## src/rtl/adc_scan_sched_pkg.sv

```systemverilog
// Shared widths and scheduler state encoding for the ADC scan scheduler.
package adc_scan_sched_pkg;

  localparam int ADC_DW = 12;
  localparam int CH_NUM = 8;
  localparam int CH_W   = 3;

  typedef enum logic [2:0] {
    S_IDLE,
    S_PICK,
    S_START,
    S_WAIT_DONE,
    S_ACCUM,
    S_WRITE,
    S_DONE
  } state_e;

endpackage

```

## src/rtl/adc_scan_sched_tick_gen.sv

```systemverilog
// Free-running scan tick: one-cycle pulse every SAMPLE_PERIOD cycles while enabled.
module adc_scan_sched_tick_gen #(
  parameter int SAMPLE_PERIOD = 50000
) (
  input  logic clk_i,
  input  logic rst_i,
  input  logic en_i,
  output logic tick_o
);

  localparam int CW = $clog2(SAMPLE_PERIOD);
  localparam logic [CW-1:0] LAST = CW'(SAMPLE_PERIOD - 1);

  logic [CW-1:0] cnt_q, cnt_d;

  always_comb begin
    cnt_d  = cnt_q;
    tick_o = 1'b0;
    if (!en_i) begin
      cnt_d = '0;
    end else if (cnt_q == LAST) begin
      cnt_d  = '0;
      tick_o = 1'b1;
    end else begin
      cnt_d = cnt_q + CW'(1);
    end
  end

  always_ff @(posedge clk_i or posedge rst_i) begin
    if (rst_i) cnt_q <= '0;
    else       cnt_q <= cnt_d;
  end

endmodule

```

## src/rtl/adc_scan_sched.sv

```systemverilog
// Scans enabled ADC channels on each tick, averages 2**AVG_LOG2 conversions per
// channel and emits one result per channel; owns the SPI driver's start/channel inputs.
module adc_scan_sched
  import adc_scan_sched_pkg::*;
#(
  parameter int SAMPLE_PERIOD = 50000,
  parameter int AVG_LOG2      = 2,
  parameter int TIMEOUT       = 2048
) (
  input  logic              clk_i,
  input  logic              rst_i,
  input  logic              scan_en_i,
  input  logic [CH_NUM-1:0] ch_mask_i,
  input  logic              err_clr_i,
  output logic              en_convert_o,
  output logic [CH_W-1:0]   adc_channel_o,
  input  logic              convert_done_i,
  input  logic              adc_state_i,
  input  logic [ADC_DW-1:0] adc_result_i,
  output logic              res_valid_o,
  output logic [CH_W-1:0]   res_channel_o,
  output logic [ADC_DW-1:0] res_data_o,
  output logic              scan_done_o,
  output logic              busy_o,
  output logic              timeout_err_o,
  output logic              overrun_o
);

  localparam int ACC_W   = ADC_DW + AVG_LOG2;
  localparam int TMO_W   = $clog2(TIMEOUT + 1);
  localparam int NCONV_W = AVG_LOG2 + 1;
  localparam logic [NCONV_W-1:0] NCONV    = NCONV_W'(1 << AVG_LOG2);
  localparam logic [TMO_W-1:0]   TMO_LOAD = TMO_W'(TIMEOUT - 1);

  state_e              state_q, state_d;
  logic [CH_NUM-1:0]   mask_q, mask_d;
  logic [CH_W:0]       idx_q, idx_d;
  logic [CH_W-1:0]     ch_q, ch_d;
  logic [NCONV_W-1:0]  nconv_q, nconv_d;
  logic [ACC_W-1:0]    acc_q, acc_d;
  logic [TMO_W-1:0]    tmo_q, tmo_d;
  logic                tmo_err_q, tmo_err_d;
  logic                ovr_q, ovr_d;
  logic                tick, busy, tmo_set, pick_found;
  logic [CH_W-1:0]     pick_ch;

  adc_scan_sched_tick_gen #(.SAMPLE_PERIOD(SAMPLE_PERIOD)) u_tick (
    .clk_i  (clk_i),
    .rst_i  (rst_i),
    .en_i   (scan_en_i),
    .tick_o (tick)
  );

  assign busy = (state_q != S_IDLE);

  // Lowest enabled channel at or above the scan index; walk downwards so the lowest wins.
  always_comb begin
    pick_found = 1'b0;
    pick_ch    = '0;
    for (int i = CH_NUM - 1; i >= 0; i--) begin
      if (mask_q[i] && (idx_q <= (CH_W + 1)'(i))) begin
        pick_found = 1'b1;
        pick_ch    = CH_W'(i);
      end
    end
  end

  always_comb begin
    state_d      = state_q;
    mask_d       = mask_q;
    idx_d        = idx_q;
    ch_d         = ch_q;
    nconv_d      = nconv_q;
    acc_d        = acc_q;
    tmo_d        = tmo_q;
    tmo_set      = 1'b0;
    en_convert_o = 1'b0;
    res_valid_o  = 1'b0;
    res_data_o   = '0;
    scan_done_o  = 1'b0;
    unique case (state_q)
      S_IDLE: begin
        if (tick && (ch_mask_i != '0)) begin
          mask_d  = ch_mask_i;
          idx_d   = '0;
          acc_d   = '0;
          nconv_d = '0;
          state_d = S_PICK;
        end
      end
      S_PICK: begin
        if (!scan_en_i)      state_d = S_IDLE;
        else if (pick_found) begin
          ch_d    = pick_ch;
          state_d = S_START;
        end else             state_d = S_DONE;
      end
      S_START: begin
        if (!scan_en_i) state_d = S_IDLE;
        else if (!adc_state_i) begin
          en_convert_o = 1'b1;
          tmo_d        = TMO_LOAD;
          state_d      = S_WAIT_DONE;
        end
      end
      // A conversion in flight always runs to completion, even when scanning is withdrawn.
      S_WAIT_DONE: begin
        if (convert_done_i) begin
          acc_d   = acc_q + ACC_W'(adc_result_i);
          nconv_d = nconv_q + NCONV_W'(1);
          state_d = scan_en_i ? S_ACCUM : S_IDLE;
        end else if (tmo_q == '0) begin
          tmo_set = 1'b1;
          acc_d   = '0;
          nconv_d = '0;
          idx_d   = {1'b0, ch_q} + (CH_W + 1)'(1);
          state_d = scan_en_i ? S_PICK : S_IDLE;
        end else begin
          tmo_d = tmo_q - TMO_W'(1);
        end
      end
      S_ACCUM: begin
        if (!scan_en_i)          state_d = S_IDLE;
        else if (nconv_q == NCONV) state_d = S_WRITE;
        else                     state_d = S_START;
      end
      S_WRITE: begin
        res_valid_o = 1'b1;
        res_data_o  = acc_q[ACC_W-1:AVG_LOG2];
        acc_d       = '0;
        nconv_d     = '0;
        idx_d       = {1'b0, ch_q} + (CH_W + 1)'(1);
        state_d     = S_PICK;
      end
      S_DONE: begin
        scan_done_o = 1'b1;
        state_d     = S_IDLE;
      end
      default: state_d = S_IDLE;
    endcase
  end

  assign tmo_err_d = tmo_set | (tmo_err_q & ~err_clr_i);
  assign ovr_d     = (tick & busy) | (ovr_q & ~err_clr_i);

  always_ff @(posedge clk_i or posedge rst_i) begin
    if (rst_i) begin
      state_q   <= S_IDLE;
      mask_q    <= '0;
      idx_q     <= '0;
      ch_q      <= '0;
      nconv_q   <= '0;
      acc_q     <= '0;
      tmo_q     <= '0;
      tmo_err_q <= 1'b0;
      ovr_q     <= 1'b0;
    end else begin
      state_q   <= state_d;
      mask_q    <= mask_d;
      idx_q     <= idx_d;
      ch_q      <= ch_d;
      nconv_q   <= nconv_d;
      acc_q     <= acc_d;
      tmo_q     <= tmo_d;
      tmo_err_q <= tmo_err_d;
      ovr_q     <= ovr_d;
    end
  end

  assign adc_channel_o = ch_q;
  assign res_channel_o = ch_q;
  assign busy_o        = busy;
  assign timeout_err_o = tmo_err_q;
  assign overrun_o     = ovr_q;

endmodule

```

## config.mk

```make
export PLATFORM = sky130hd
export DESIGN_NAME = adc_scan_sched
export DESIGN_NICKNAME = d
export VERILOG_FILES = /design/src/rtl/adc_scan_sched_pkg.sv /design/src/rtl/adc_scan_sched_tick_gen.sv /design/src/rtl/adc_scan_sched.sv
export SDC_FILE = /design/constraint.sdc
export NUM_CORES = 1
export LEC_CHECK = 0
export CORE_ASPECT_RATIO = 0.75
export CORE_MARGIN = 8
export CORE_UTILIZATION = 25
export DETAILED_ROUTE_END_ITERATION = 8
export SYNTH_ARGS = -nofsm -noshare
export SYNTH_HDL_FRONTEND = slang
export SYNTH_SLANG_ARGS = --single-unit
```

## constraint.sdc

```tcl
create_clock -name clk_i -period 2.6 [get_ports clk_i]
set_clock_uncertainty 0.15 [all_clocks]
set_input_delay 0.78 -clock clk_i [delete_from_list [all_inputs] [get_ports clk_i]]
set_output_delay 0.78 -clock clk_i [all_outputs]
set_load 0.05 [all_outputs]
```

==> results.rst <==
.. list-table::
   :header-rows: 1

   * - Metric
     - Value
   * - Die area
     - 19700 sq um
   * - Power after layout
     - 4.99 mW
   * - Global route hottest layer
     - met2
   * - Met3 routing resource usage after global routing
     - 3.23%
   * - Worst reg2reg endpoint
     - acc_q[12]
   * - Overall Global Routing Usage
     - 10.8%
   * - Post-layout nets
     - 558
   * - Fraction of final layout cells with drive strength greater than 1
     - 22.7%
   * - Global placement routability congestion
     - 0.797
   * - Clock tree from TritonCTS
     - yes
   * - Met1 layer usage reported by global route
     - 12.7%
   * - Setup repair after global routing missed its margin
     - no
   * - Post-synthesis share of cell area spent on xor and xnor gates
     - 7.06%
   * - Syn avg cell area
     - 9.29 sq um
   * - Worst slew pin tran
     - 0.562 ns
   * - Routed length per placed instance
     - 14.1 um
   * - Total Neg Setup Slack
     - 0 ns
   * - Cell variety after synth
     - 54
   * - Critical path's largest stage delay
     - 0.27 ns
   * - Maximum clock frequency
     - 394 MHz
   * - Area growth, synth to finish
     - 43.6%
   * - Static power due to leakage
     - 2.53 nW
   * - Areal power density over the cells
     - 903 nW/um^2
   * - Boundary Pins
     - 50
   * - Result of the run
     - completed
   * - Worst setup slack after placement
     - -0.469 ns
   * - Overflow left after global routing
     - 0
   * - Clock-pin slew on the worst setup and hold paths
     - 0.06 ns
   * - Class of the most critical setup path
     - input pin to output port
   * - EDFF count, synth
     - 0
   * - Number of global-route vias before repair
     - 3497
   * - Final design instance area without fill
     - 5530 sq um
   * - Data arrival time of the critical path
     - 1.61 ns
   * - Antenna Nets Post-Route
     - 0
   * - Kind of path behind the tightest hold check
     - flop to flop
   * - Async SR Flop Fraction
     - 100%
   * - Largest fanout on the critical path
     - 2
   * - 1st-pass router iterations
     - 5
   * - Max-capacitance violation count
     - 0
   * - Drt first-iter violations
     - 204
   * - Buf/Inv on CP
     - 3
   * - DRC violations left
     - 0
   * - Adder and majority gate portion of the synthesized area
     - 6.05%
   * - DIE HEIGHT
     - 123 um
   * - Number of buffers added to fix hold violations after cts
     - 0
   * - Commonest register cell after synthesis
     - sky130_fd_sc_hd__dfrtp_1
   * - Total CTS buffers
     - 9
   * - PnR worst setup slack
     - 0.0637 ns
   * - Critical path's slowest cell
     - sky130_fd_sc_hd__dlygate4sd2_1
   * - Placeable Area
     - 15100 sq um
   * - Number of nets in the synthesized netlist
     - 458
   * - Share of synthesized area occupied by flip-flops and latches
     - 42.3%
   * - Die extent in x
     - 159 um
   * - Critical Path Start Type
     - input pin
   * - Worst r2r path cells
     - 6
   * - Worst hold start
     - u_tick.cnt_q[0]
   * - Number of vias per cell
     - 4.73
   * - Instance area at placement
     - 5100 sq um
   * - Share of the synthesized area in compound gates (AO/OA/AOI/OAI)
     - 16.2%
   * - Min Tclk post-route
     - 2.54 ns
   * - Critical Path End Type
     - output port
   * - Required time at the endpoint of the critical path
     - 1.67 ns
   * - Number of instances in the placed design
     - 703
   * - Via Count
     - 3423
   * - Maximum number of pins on one net before global-route repair
     - 26
   * - Hold depth
     - 1
   * - Commonest non-fill, non-tap cell in the layout
     - sky130_fd_sc_hd__dfrtp_1
   * - Multiplexer area fraction after synthesis
     - 3.15%
   * - Final number of hold-violating endpoints
     - 0
   * - CTS sink count
     - 65
   * - Largest family of logic cells by synthesized area
     - simple AND/OR/NAND/NOR gates
   * - Clock latency on the worst-skew pair
     - 0.34 ns
   * - Global routing usage on met2
     - 18.1%
   * - First-pass GRT wire length
     - 17.2 mm
   * - Final worst-path cycle share
     - 97.5%
   * - Buffer depth of the longest clock path
     - 2
   * - Simple-Gate Fraction of Synth Area
     - 21.6%
   * - Root Driver
     - sky130_fd_sc_hd__clkbuf_16
   * - Relative slew slack
     - 62.5%
   * - Total wire length after detailed routing
     - 10.2 mm
   * - Quantity of I/O buffers inserted on ports
     - 49
   * - Ys Warns
     - 0
   * - Initial core utilization
     - 25.4%
   * - Pins over their slew limit
     - 0
   * - Largest delay share family, worst path
     - buffers and inverters
   * - Number of antenna violations at the first check in global routing
     - 0
   * - Critical register-to-register path startpoint
     - u_tick.cnt_q[12]
   * - Site row count
     - 39
   * - Post-synthesis instance total
     - 414
   * - Antenna diode instance count
     - 0
   * - Endpoint of the worst hold path
     - u_tick.cnt_q[0]
   * - Final non-filler cell total
     - 724
   * - R2R setup slack
     - 0.31 ns
   * - Max rail drop VDD
     - 326 uV
   * - Most frequent cells in the layout
     - sky130_fd_sc_hd__dfrtp_1, sky130_fd_sc_hd__buf_4, sky130_fd_sc_hd__nand2_1, sky130_fd_sc_hd__nor2_1, sky130_fd_sc_hd__clkdlybuf4s50_1
   * - Mapped cell area
     - 3850 sq um
   * - Hpwl dp
     - 7.82 mm
   * - Setup-violating endpoint count in the final report
     - 0
   * - CTS HTree Levels
     - 3
   * - Chain of cells forming the critical path
     - dlygate4sd2_1 > nor3b_4 > nand2_2 > inv_4 > buf_12
   * - Total of flip-flops plus latches after synthesis
     - 65
## cell families (layout without fill, tap and decap cells)
| family | Yosys count | after routing |
|---|---|---|
| adders and majority gates | 18 | 18 |
| DFF | 65 | 65 |
| AOI/OAI and AO/OA | 94 | 94 |
| xor gates and xnor gates | 31 | 31 |
| muxes | 11 | 11 |
| buffers and inverters | 34 | 139 |
| and+or+nand+nor | 161 | 161 |
## what timing repair did
| action | CTS | global route |
|---|---|---|
| setup buffers | 2 | 3 |
| hold endpoints to repair | 0 | 0 |
| endpoints found under the setup margin | 10 | 10 |
| resized for setup | 17 | 12 |
| pin swaps | 8 | 1 |
## worst max-delay path by stage
stage / cells past startpoint / start / slack [ns] / to
after floorplan: 1 / rst_i / 0.04 / acc_q[0]
final: 5 / adc_state_i / 0.06 / en_convert_o
after detailed placement: 9 / adc_result_i[0] / -0.47 / acc_q[10]
after global placement: 9 / adc_result_i[0] / -0.40 / acc_q[10]
after CTS: 1 / adc_channel_o[2] / 0.006 / res_channel_o[2]
after global routing: 9 / adc_result_i[4] / 0.005 / acc_q[13]
## power breakdown
part	switching (mW)	leakage (nW)	total (mW)	internal, mW
Combinational	1.03	1.53	2.06	1.03
Clock	0.470	0.163	1.34	0.868
Sequential	0.325	0.839	1.59	1.27
## per-stage QoR
| stage | utilization [%] | hold WS [ns] |
|---|---|---|
| final | 36.5 | 0.324 |
| after global routing | 36.5 | 0.355 |
| after CTS | 36.1 | 0.333 |
| after detailed placement | 33.7 | 0.325 |
| after floorplan | - | 0.275 |
| after global placement | 33.7 | 0.293 |
## cell usage after synthesis, types with 9 or more instances
library cell,number,area (sq um)
sky130_fd_sc_hd__nor2_1,29,109
sky130_fd_sc_hd__xnor2_1,18,158
sky130_fd_sc_hd__o21ai_0,19,95.1
sky130_fd_sc_hd__inv_1,19,71.3
sky130_fd_sc_hd__ha_1,17,213
sky130_fd_sc_hd__nand3_1,16,80.1
sky130_fd_sc_hd__and3_1,23,144
sky130_fd_sc_hd__a21oi_1,17,85.1
sky130_fd_sc_hd__mux2_2,9,101
sky130_fd_sc_hd__dfrtp_1,65,1630
sky130_fd_sc_hd__clkbuf_1,9,33.8
sky130_fd_sc_hd__xor2_1,13,114
sky130_fd_sc_hd__nand2_1,46,173
## area by class of cell
class / instances / area [sq um]
Clock buffer: 10 / 239
Multi-Input combinational cell: 315 / 2130
Tap cell: 205 / 256
Timing Repair Buffer: 104 / 1100
Fill cell: 1511 / 9600
Inverter: 19 / 73.8
Clock inverter: 6 / 91.3
Sequential cell: 65 / 1630
## flip-flops by register name, indices dropped and copies added (netlist names)
signal,flops
overrun_o,1
idx_q,4
mask_q,8
acc_q,14
nconv_q,3
state_q,3
adc_channel_o,3
u_tick.cnt_q,16
tmo_q,12
timeout_err_o,1
## per-layer routing
metal / share of wire, % / up-vias / wire (um)
li1: - / 1678 / -
met1: 45 / 1670 / 4650
met2: 48 / 58 / 4930
met3: 4.4 / 17 / 448
met4: 1.9 / 0 / 196
met5: 0 / - / 0
## worst reg2reg max path: stages (launching register included)
cell and delay [ns]:
sky130_fd_sc_hd__dfrtp_1 0.44, sky130_fd_sc_hd__nor4_1 0.33, sky130_fd_sc_hd__and4_1 0.36, sky130_fd_sc_hd__nand4_1 0.21, sky130_fd_sc_hd__a21bo_2 0.31, sky130_fd_sc_hd__o21a_1 0.20, sky130_fd_sc_hd__o21a_1 0.18
(Power assumes the default switching activity.)
